===== src/rtl/fetch_decode_if.sv =====
// Fetch/decode bus: ROM port, execute-side flag, decoded instruction fields and status.
interface fetch_decode_if #(
   parameter int unsigned IWIDTH     = 8,
   parameter int unsigned ADDR_WIDTH = 8,
   parameter int unsigned PC_WIDTH   = 6
);
   localparam int unsigned PDW = 3 * IWIDTH + ADDR_WIDTH + 8;

   logic                  run;
   logic [PC_WIDTH-1:0]   prog_addr;
   logic [PDW-1:0]        prog_data;
   logic                  zero_flag;
   logic [IWIDTH-1:0]     op_code;
   logic [IWIDTH-1:0]     source1;
   logic [IWIDTH-1:0]     source2;
   logic [1:0]            source1_choice;
   logic [1:0]            source2_choice;
   logic [ADDR_WIDTH-1:0] destination;
   logic [1:0]            dest_choice;
   logic                  push;
   logic                  pop;
   logic [PC_WIDTH-1:0]   instr_addr;
   logic                  halted;
   logic                  stack_err;

   // Sequencer side
   modport master (
      input  run, prog_data, zero_flag,
      output prog_addr, op_code, source1, source2, source1_choice, source2_choice,
             destination, dest_choice, push, pop, instr_addr, halted, stack_err
   );

   // Environment side: ROM, datapath, register file
   modport slave (
      output run, prog_data, zero_flag,
      input  prog_addr, op_code, source1, source2, source1_choice, source2_choice,
             destination, dest_choice, push, pop, instr_addr, halted, stack_err
   );
endinterface


===== src/rtl/fetch_decode.sv =====
// Instruction sequencer: two-cycle fetch/execute, jumps, calls with a small return stack.
module fetch_decode #(
   parameter int unsigned IWIDTH     = 8,
   parameter int unsigned ADDR_WIDTH = 8,
   parameter int unsigned PC_WIDTH   = 6,
   parameter int unsigned RS_DEPTH   = 4
) (
   input  logic              clk,
   input  logic              rst,
   fetch_decode_if.master    bus
);
   localparam int unsigned PDW = 3 * IWIDTH + ADDR_WIDTH + 8;
   localparam int unsigned CW  = $clog2(RS_DEPTH + 1);
   localparam int unsigned IW  = (RS_DEPTH > 1) ? $clog2(RS_DEPTH) : 1;

   typedef enum logic [1:0] {S_IDLE, S_FETCH, S_EXEC, S_HALT} state_t;

   state_t                r_state;
   state_t                w_state_nxt;
   logic [PC_WIDTH-1:0]   r_pc;
   logic [PC_WIDTH-1:0]   w_pc_nxt;
   logic [PC_WIDTH-1:0]   r_rs [RS_DEPTH];
   logic [CW-1:0]         r_rs_cnt;
   logic                  r_stack_err;
   logic                  w_rs_push;
   logic                  w_rs_pop;
   logic                  w_err_set;

   logic [IWIDTH-1:0]     w_op;
   logic [IWIDTH-1:0]     w_s1;
   logic [IWIDTH-1:0]     w_s2;
   logic [ADDR_WIDTH-1:0] w_dst;
   logic [1:0]            w_s1c;
   logic [1:0]            w_s2c;
   logic [1:0]            w_dc;
   logic [1:0]            w_cls;
   logic                  w_is_halt;
   logic [PC_WIDTH-1:0]   w_pc_inc;
   logic [PC_WIDTH-1:0]   w_target;
   logic [PC_WIDTH-1:0]   w_rs_top;
   logic                  w_rs_full;
   logic                  w_rs_empty;

   // Instruction word fields, MSB first
   assign w_op  = bus.prog_data[PDW-1 -: IWIDTH];
   assign w_s1  = bus.prog_data[PDW-1-IWIDTH -: IWIDTH];
   assign w_s2  = bus.prog_data[PDW-1-2*IWIDTH -: IWIDTH];
   assign w_dst = bus.prog_data[7+ADDR_WIDTH -: ADDR_WIDTH];
   assign w_s1c = bus.prog_data[7:6];
   assign w_s2c = bus.prog_data[5:4];
   assign w_dc  = bus.prog_data[3:2];
   assign w_cls = bus.prog_data[1:0];

   assign w_is_halt  = (w_cls == 2'b00) && (&w_op);
   assign w_pc_inc   = r_pc + PC_WIDTH'(1);
   assign w_target   = w_dst[PC_WIDTH-1:0];
   assign w_rs_full  = (r_rs_cnt == CW'(RS_DEPTH));
   assign w_rs_empty = (r_rs_cnt == '0);
   assign w_rs_top   = r_rs[IW'(r_rs_cnt - CW'(1))];

   assign bus.prog_addr = r_pc;
   assign bus.halted    = (r_state == S_HALT);
   assign bus.stack_err = r_stack_err;

   // Next state, next pc, stack control and decoded outputs
   always_comb begin
      w_state_nxt        = r_state;
      w_pc_nxt           = r_pc;
      w_rs_push          = 1'b0;
      w_rs_pop           = 1'b0;
      w_err_set          = 1'b0;
      bus.op_code        = '0;
      bus.source1        = '0;
      bus.source2        = '0;
      bus.source1_choice = 2'b00;
      bus.source2_choice = 2'b00;
      bus.destination    = '0;
      bus.dest_choice    = 2'b11;
      bus.push           = 1'b0;
      bus.pop            = 1'b0;
      bus.instr_addr     = '0;
      case (r_state)
         S_IDLE:  if (bus.run) w_state_nxt = S_FETCH;
         S_FETCH: w_state_nxt = S_EXEC;
         S_EXEC: begin
            bus.op_code        = w_op;
            bus.source1        = w_s1;
            bus.source2        = w_s2;
            bus.source1_choice = w_s1c;
            bus.source2_choice = w_s2c;
            bus.destination    = w_dst;
            bus.instr_addr     = r_pc;
            w_state_nxt        = bus.run ? S_FETCH : S_IDLE;
            w_pc_nxt           = w_pc_inc;
            case (w_cls)
               2'b00: begin
                  if (w_is_halt) begin
                     w_state_nxt = S_HALT;
                     w_pc_nxt    = r_pc;
                  end else begin
                     bus.dest_choice = w_dc;
                  end
               end
               2'b01: w_pc_nxt = w_target;
               2'b10: if (bus.zero_flag) w_pc_nxt = w_target;
               default: begin
                  case (w_op[1:0])
                     2'b00: bus.push = 1'b1;
                     2'b01: bus.pop  = 1'b1;
                     2'b10: begin
                        if (!w_rs_full) begin
                           w_rs_push = 1'b1;
                           w_pc_nxt  = w_target;
                        end else begin
                           w_err_set = 1'b1;
                        end
                     end
                     default: begin
                        if (!w_rs_empty) begin
                           w_rs_pop = 1'b1;
                           w_pc_nxt = w_rs_top;
                        end else begin
                           w_err_set = 1'b1;
                        end
                     end
                  endcase
               end
            endcase
         end
         S_HALT:  w_state_nxt = S_HALT;
         default: w_state_nxt = S_IDLE;
      endcase
   end

   // State, pc, stack depth and sticky error registers
   always_ff @(posedge clk) begin
      if (rst) begin
         r_state     <= S_IDLE;
         r_pc        <= '0;
         r_rs_cnt    <= '0;
         r_stack_err <= 1'b0;
      end else begin
         r_state <= w_state_nxt;
         r_pc    <= w_pc_nxt;
         if (w_rs_push)     r_rs_cnt <= r_rs_cnt + CW'(1);
         else if (w_rs_pop) r_rs_cnt <= r_rs_cnt - CW'(1);
         if (w_err_set) r_stack_err <= 1'b1;
      end
   end

   // Return address storage; emptiness is tracked by r_rs_cnt alone
   always_ff @(posedge clk) begin
      if (!rst && w_rs_push) r_rs[IW'(r_rs_cnt)] <= w_pc_inc;
   end
endmodule

===== src/flat_wrapper.sv =====
// flat-port wrapper written by rule: the top's interface ports become plain ports
module fetch_decode_flat 
#(
   parameter int unsigned IWIDTH     = 8,
   parameter int unsigned ADDR_WIDTH = 8,
   parameter int unsigned PC_WIDTH   = 6,
   parameter int unsigned RS_DEPTH   = 4
)
  (clk, rst, bus_run, bus_prog_data, bus_zero_flag, bus_prog_addr, bus_op_code, bus_source1, bus_source2, bus_source1_choice, bus_source2_choice, bus_destination, bus_dest_choice, bus_push, bus_pop, bus_instr_addr, bus_halted, bus_stack_err);
  fetch_decode_if #(.IWIDTH(IWIDTH), .ADDR_WIDTH(ADDR_WIDTH), .PC_WIDTH(PC_WIDTH)) bus_i ();
  input  logic clk;
  input  logic rst;
  input wire logic [$bits(bus_i.run)-1:0] bus_run;
  input wire logic [$bits(bus_i.prog_data)-1:0] bus_prog_data;
  input wire logic [$bits(bus_i.zero_flag)-1:0] bus_zero_flag;
  output wire logic [$bits(bus_i.prog_addr)-1:0] bus_prog_addr;
  output wire logic [$bits(bus_i.op_code)-1:0] bus_op_code;
  output wire logic [$bits(bus_i.source1)-1:0] bus_source1;
  output wire logic [$bits(bus_i.source2)-1:0] bus_source2;
  output wire logic [$bits(bus_i.source1_choice)-1:0] bus_source1_choice;
  output wire logic [$bits(bus_i.source2_choice)-1:0] bus_source2_choice;
  output wire logic [$bits(bus_i.destination)-1:0] bus_destination;
  output wire logic [$bits(bus_i.dest_choice)-1:0] bus_dest_choice;
  output wire logic [$bits(bus_i.push)-1:0] bus_push;
  output wire logic [$bits(bus_i.pop)-1:0] bus_pop;
  output wire logic [$bits(bus_i.instr_addr)-1:0] bus_instr_addr;
  output wire logic [$bits(bus_i.halted)-1:0] bus_halted;
  output wire logic [$bits(bus_i.stack_err)-1:0] bus_stack_err;
  assign bus_i.run = bus_run;
  assign bus_i.prog_data = bus_prog_data;
  assign bus_i.zero_flag = bus_zero_flag;
  assign bus_prog_addr = bus_i.prog_addr;
  assign bus_op_code = bus_i.op_code;
  assign bus_source1 = bus_i.source1;
  assign bus_source2 = bus_i.source2;
  assign bus_source1_choice = bus_i.source1_choice;
  assign bus_source2_choice = bus_i.source2_choice;
  assign bus_destination = bus_i.destination;
  assign bus_dest_choice = bus_i.dest_choice;
  assign bus_push = bus_i.push;
  assign bus_pop = bus_i.pop;
  assign bus_instr_addr = bus_i.instr_addr;
  assign bus_halted = bus_i.halted;
  assign bus_stack_err = bus_i.stack_err;
  fetch_decode #(.IWIDTH(IWIDTH), .ADDR_WIDTH(ADDR_WIDTH), .PC_WIDTH(PC_WIDTH), .RS_DEPTH(RS_DEPTH)) u_core (.clk(clk), .rst(rst), .bus(bus_i));
endmodule

===== config.mk =====
export PLATFORM = sky130hd
export DESIGN_NAME = fetch_decode_flat
export DESIGN_NICKNAME = d
export VERILOG_FILES = /design/src/rtl/fetch_decode_if.sv /design/src/rtl/fetch_decode.sv /design/src/flat_wrapper.sv
export SDC_FILE = /design/constraint.sdc
export NUM_CORES = 1
export LEC_CHECK = 0
export BUFFER_PORTS_ARGS = -buffer_cell sky130_fd_sc_hd__buf_4
export CAP_MARGIN = 15
export CORE_ASPECT_RATIO = 0.6
export CORE_UTILIZATION = 43
export DETAILED_ROUTE_END_ITERATION = 12
export PLACE_DENSITY_LB_ADDON = 0.1
export SYNTH_ARGS = -nofsm -noshare
export SYNTH_HDL_FRONTEND = slang
export SYNTH_SLANG_ARGS = --single-unit

===== constraint.sdc =====
create_clock -name clk -period 1.8 [get_ports clk]
set_input_delay 0.27 -clock clk [delete_from_list [all_inputs] [get_ports clk]]
set_output_delay 0.27 -clock clk [all_outputs]
set_load 0.05 [all_outputs]

Yosys cells after proc, flatten, opt, wreduce, memory -nomap -nowiden
Memory sizes are Yosys's and may differ from the RTL's.
Index checks and enable logic that the tools add are counted.
Widths: inputs -> output; s select.
- memories kept: 1
- memory bits (writable): 24
- output and inout port bits: 54
- register bits after elaboration: 12
- logic and storage cells: 75
- input port bits: 44
- $add $sub $neg: 3
- reductions and logical operators: 13
- mux-type cells: 44
- equality and inequality tests: 10
- memories (memory ; depth ; width ; read ports ; clocked after memory_dff ; write ports ; RTL line ; source):
    u_core.r_rs ; 4 ; 6 ; 1 ; 0 ; 1 ; fetch_decode.sv:22 ; logic [PC_WIDTH-1:0] r_rs [RS_DEPTH];
- operators with widths (operator ; number):
    $mux 8 ; 4
    $mux 6 ; 5
    $mux 1 ; 21
    $pmux 6 s3 ; 1
    $mux 2 ; 8
    $pmux 6 s2 ; 1
    $eq 2x2->1 const B ; 4
    $pmux 2 s4 ; 1
    $reduce_and 8->1 ; 1
    $add 6x1->6 const B ; 1
    $eq 2x1->1 const B ; 3
    $logic_not 2->1 ; 3
    $mux 3 ; 2
    $reduce_or 3->1 ; 2
    $ne 2x2->1 const B ; 2
    $add 3x1->3 const B ; 1
    $eq 3x3->1 const B ; 1
    $logic_not 3->1 ; 1
    $sub 3x1->3 const B ; 1
    $logic_and 1x1->1 ; 2
    $pmux 1 s2 ; 1
    $reduce_and 2->1 ; 1
    $reduce_bool 2->1 ; 1
    $reduce_or 2->1 ; 1
    $logic_not 1->1 ; 1

Longest topological paths before layout
- depth after elaboration: 8
- gate-level depth with buffers: 9
- depth with buffers taken out: 7

Worst setup path before layout
No wires, ideal clock.
- path type: register to output
- from: register u_core.r_state[1]
- to: output bus_pop
- path slack: -0.399 ns
- required time: 1.530 ns
- path buffers: 0
- arrival time: 1.929 ns
- stages on the path, launching flop included: 4
- cells stage by stage: dfxtp_1 nor2b_1 nand3_1 nor3b_1
- word-level cells in the longest chain between the ends: 2
- RTL lines (what ; RTL line ; source):
    start, declared ; fetch_decode.sv:18 ; state_t r_state;
    start signal, assigned ; fetch_decode.sv:143 ; r_state <= w_state_nxt;
    $eq 2x2->1 ; fetch_decode.sv:82 ; case (r_state)
    $mux 1 ; fetch_decode.sv:82 ;
    end, declared ; flat_wrapper.sv:25 ; output wire logic [$bits(bus_i.pop)-1:0] bus_pop;
Every way passes these cells.

Worst setup path in the final report
- from: register u_core.r_rs_cnt[1]
- to: register u_core.r_pc[1] (netlist: u_core.bus.prog_addr[1])
- word-level cells in the longest chain between the ends: 5
- elaborated cells on any way between the ends: 8
- classes of those cells: add/sub: 1; eq/ne: 1; mux: 4; reduce/logical: 1; memory: 1
- RTL lines (what ; RTL line ; source):
    start, declared ; fetch_decode.sv:23 ; logic [CW-1:0] r_rs_cnt;
    start signal, assigned ; fetch_decode.sv:145 ; if (w_rs_push) r_rs_cnt <= r_rs_cnt + CW'(1);
    start signal, assigned ; fetch_decode.sv:146 ; else if (w_rs_pop) r_rs_cnt <= r_rs_cnt - CW'(1);
    $sub 3x1->3 ; fetch_decode.sv:59 ; assign w_rs_top = r_rs[IW'(r_rs_cnt - CW'(1))];
    $mem_v2 4x6 ; -- ;
    $mux 6 ; fetch_decode.sv:119 ; if (!w_rs_empty) begin
    $pmux 6 s2 * ; fetch_decode.sv:107 ; case (w_op[1:0])
    $pmux 6 s3 * ; fetch_decode.sv:95 ; case (w_cls)
    end signal, assigned ; fetch_decode.sv:144 ; r_pc <= w_pc_nxt;
    end, declared ; fetch_decode.sv:20 ; logic [PC_WIDTH-1:0] r_pc;
Mark *: on every way between the ends. The rest lies on a longest branch, timed or not.
A chain may end at the register's enable or synchronous reset.

==> summary.txt <==
Outcome
  • Outcome: completed

Placement
  • Final HPWL DP: between 4 and 5 mm
  • Place WS: -0.0320 ns
  • Placer Congestion: just under 0.9
  • Placed Cells: 386
  • IO buf count: slightly below 100

Floorplanning
  • Die Height: 58.4 um
  • Row cnt: 20
  • Die footprint: roughly 0.0056 sq mm
  • Starting Density: roughly 45%
  • Core Region: between 0.005 and 0.006 sq mm
  • Num ports: a little under 100
  • Die width: around 96 um

Worst setup path
  • R2r setup slk: 0.04 ns
  • Setup CP Type: reg -> reg
  • CP max-delay cell: dfxtp_2
  • Worst path buffer plus inverter count: 2
  • Critical Path RT: 2.03 ns
  • Crit path largest cell delay: 0.36 ns
  • Setup crit end: u_core.bus.prog_addr[1]$_SDFFE_PP0P_
  • RR Endpoint: u_core.bus.prog_addr[1]$_SDFFE_PP0P_
  • CP delay by family, top: compound AO/OA/AOI/OAI gates
  • CP Launch Point: u_core.r_rs_cnt[1]$_SDFFE_PP0P_
  • Critical Path Start Type: flop
  • CP Depth: 7
  • Reg-to-Reg Start: u_core.r_rs_cnt[1]$_SDFFE_PP0P_
  • Worst Setup End Kind: flop
  • FF-to-FF path depth: 7
  • Crit-path max FO: 5
  • Crit path arrival time: between 1.5 and 2 ns
  • Crit path cell chain: inv_1 -> ha_4 -> buf_12 -> mux4_1 -> nand4_1 -> a311o_1 -> a21oi_1

Clocking
  • Sink Count: 36
  • CTS Buf Count: 5
  • Clock Tree Root: clkbuf_8
  • Clock latency on the worst-skew pair: 0.30 ns
  • Clock slew at reported path FFs: approximately 0.08 ns
  • H-tree levels: 2
  • Max Buffers Root-to-Sink: 2
  • CTS tree: yes

Synth
  • Commonest cells post-synth: and2_1 (44), edfxtp_1 (24), nor2_1 (13)
  • Syn avg cell area: 10.3 sq um
  • #FFs+latches synth: 36
  • Ys Warns: 0
  • Synth Instances: roughly 220
  • Most frequent cell after synthesis: and2_1
  • Synthesized cell area: between 0.002 and 0.0025 sq mm
  • Cell taking the most area after synthesis: edfxtp_1
  • EDFF count, synth: 24
  • Area share of the largest cell type after synthesis: roughly a third
  • Post-synthesis net count: between 200 and 300
  • Main synth FF type: edfxtp_1
  • Synth unique cells: 47
  • Sequential share of the synthesized area: 42.1%
  • Ys async rst share: 0%
  • Ranking of synthesized cells by area: edfxtp_1 (32%), and2_1 (12%), dfxtp_1 (11%), mux4_1 (5.8%), ha_1 (3.3%)

Pwr
  • Power Density: 567 mW/mm^2
  • VDD IR max: 0.000325 V
  • Leakage power: 1.42 nW

Layout
  • Nets@finish: 378
  • Fraction of layout cells with a size suffix above 1: between 40% and 50%
  • ANT cells: 0
  • Area grow syn2layout: 43.9%
  • Post-Layout Cell Count: 395
  • Filler cells: 432

Global route
  • Largest net degree at the start of global routing: 30
  • Total grt overflow: 0
  • Initial antenna violation count: 0
  • Vias in the first global route: between 1500 and 2000
  • Global-route wire length before repair: about 9.6 mm
  • Overall Global Routing Usage: 23.3%

Drt
  • DRC: 0
  • Wirelength, routed: 6.45 mm
  • Total number of vias: 2166
  • Vias per std cell: ~5.5
  • Pre-antenna DRT Iters: 6
  • Starting DRT DRC Count: 158
  • Wire per inst: 16.3 um
  • DRT antenna net count: 0

Timing
  • Slew of the pin with the lowest slew margin: around 0.45 ns
  • Setup violators final: 0
  • Setup TNS: 0 ns
  • Fmax: 0.570 GHz
  • Max-slew headroom: 69.7%
  • Worst setup margin: approximately 0.045 ns
  • Clock Skew: approximately 0.011 ns
  • Final Max Tran Viols: 0
  • Hold_ws: 0.249 ns
  • Fin. Hold Viols: 0
  • Fin crit period: roughly 1.8 ns
  • Period utilization: 97.5%

Worst hold path
  • HP Class: in -> reg

Flow run
  • MaxCap Viol Count: 0
-- state kept, by name, indices dropped and copies added, names as in the netlist --
register	cells
u_core.r_rs	24
u_core.bus.prog_addr	6
u_core.r_rs_cnt	3
u_core.r_state	2
u_core.bus.stack_err	1
-- stage by stage --
stage	area [sq um]	utilization (%)	total power [W]
2_1_floorplan	2310	-	0.00111
3_3_place_gp	3140	61.8	0.00126
3_5_place_dp	3140	61.8	0.00127
4_1_cts	3250	64.0	0.00186
5_1_grt	3280	64.6	0.00193
6_report	3280	64.6	0.00186
-- cells in the final DEF (no fill, tap or decap), drive strengths merged, types with 4 or more instances in the layout --
cell type / count
mux4: 6
clkbuf: 5
inv: 11
ha: 6
o21ai: 6
nand2b: 5
nand4: 5
and2: 45
nor2: 13
dfxtp: 12
nor2b: 4
nand2: 11
a31oi: 4
edfxtp: 24
a21oi: 11
buf: 111
xor2: 4
nand3b: 4
nand3: 9
-- what timing repair did --
action / in CTS / in global routing
gates resized for setup: 5 / 7
hold buffers: 0 / 0
pin swaps: 0 / 2
buffers inserted: 0 / 1
endpoints found under the setup margin: 7 / 28
-- cells by family after synthesis --
| logic type | count (synthesis) | synth area share (%) |
|---|---|---|
| buf+inv | 22 | 5.76 |
| fa+ha+maj | 6 | 3.29 |
| xor+xnor | 6 | 2.30 |
| simple gates | 104 | 26.8 |
| mux | 9 | 8.17 |
| flops | 36 | 42.1 |
| compound gates | 39 | 11.6 |
-- per-layer routing --
layer | GRT usage (%) | wire length (um) | up-vias
met2 | 31.7 | 2760 | 121
met3 | 5.81 | 602 | 8
met5 | 0 | 0 | -
met4 | 5.54 | 47 | 0
li1 | - | - | 1007
met1 | 36.5 | 3030 | 1030
-- report_power, final --
part | internal [W] | total [W] | switching [W]
Clock | 0.000275 | 0.000604 | 0.000329
Sequential | 0.000883 | 0.000892 | 0.00000903
Combinational | 0.000155 | 0.000366 | 0.000210
Total | 0.00131 | 0.00186 | 0.000549
-- tightest hold or removal path, delay by kind of cell --
| kind | cells | cell delay, ns |
|---|---|---|
| AO/OA/AOI/OAI | 1 | 0.06 |
| AND/OR/NAND/NOR | 1 | 0.06 |
| buffers and inverters | 1 | 0.11 |
-- area by class of cell --
type	instances	area [sq um]	area share, %
Clock inverter	3	21.3	0.648
Tap cell	66	82.6	2.52
Timing Repair Buffer	111	858	26.1
Sequential cell	36	967	29.5
Clock buffer	5	68.8	2.10
Inverter	10	37.5	1.14
Multi-Input combinational cell	164	1250	38.0
-- worst min-delay path by stage --
stage | to | from | slack (ns) | cells past startpoint
after floorplan | u_core.bus.prog_addr[3]$_SDFFE_PP0P_ | rst | 0.37 | 1
after global placement | u_core.bus.stack_err$_SDFFE_PP0P_ | u_core.bus.stack_err$_SDFFE_PP0P_ | 0.47 | 2
after detailed placement | u_core.bus.stack_err$_SDFFE_PP0P_ | u_core.bus.stack_err$_SDFFE_PP0P_ | 0.48 | 2
after CTS | u_core.r_state[0]$_SDFFE_PP0P_ | bus_run | 0.24 | 3
after global routing | u_core.bus.prog_addr[0]$_SDFFE_PP0P_ | rst | 0.25 | 2
final | u_core.r_state[0]$_SDFFE_PP0P_ | bus_run | 0.25 | 3
Power figures use the tool's default switching activity.
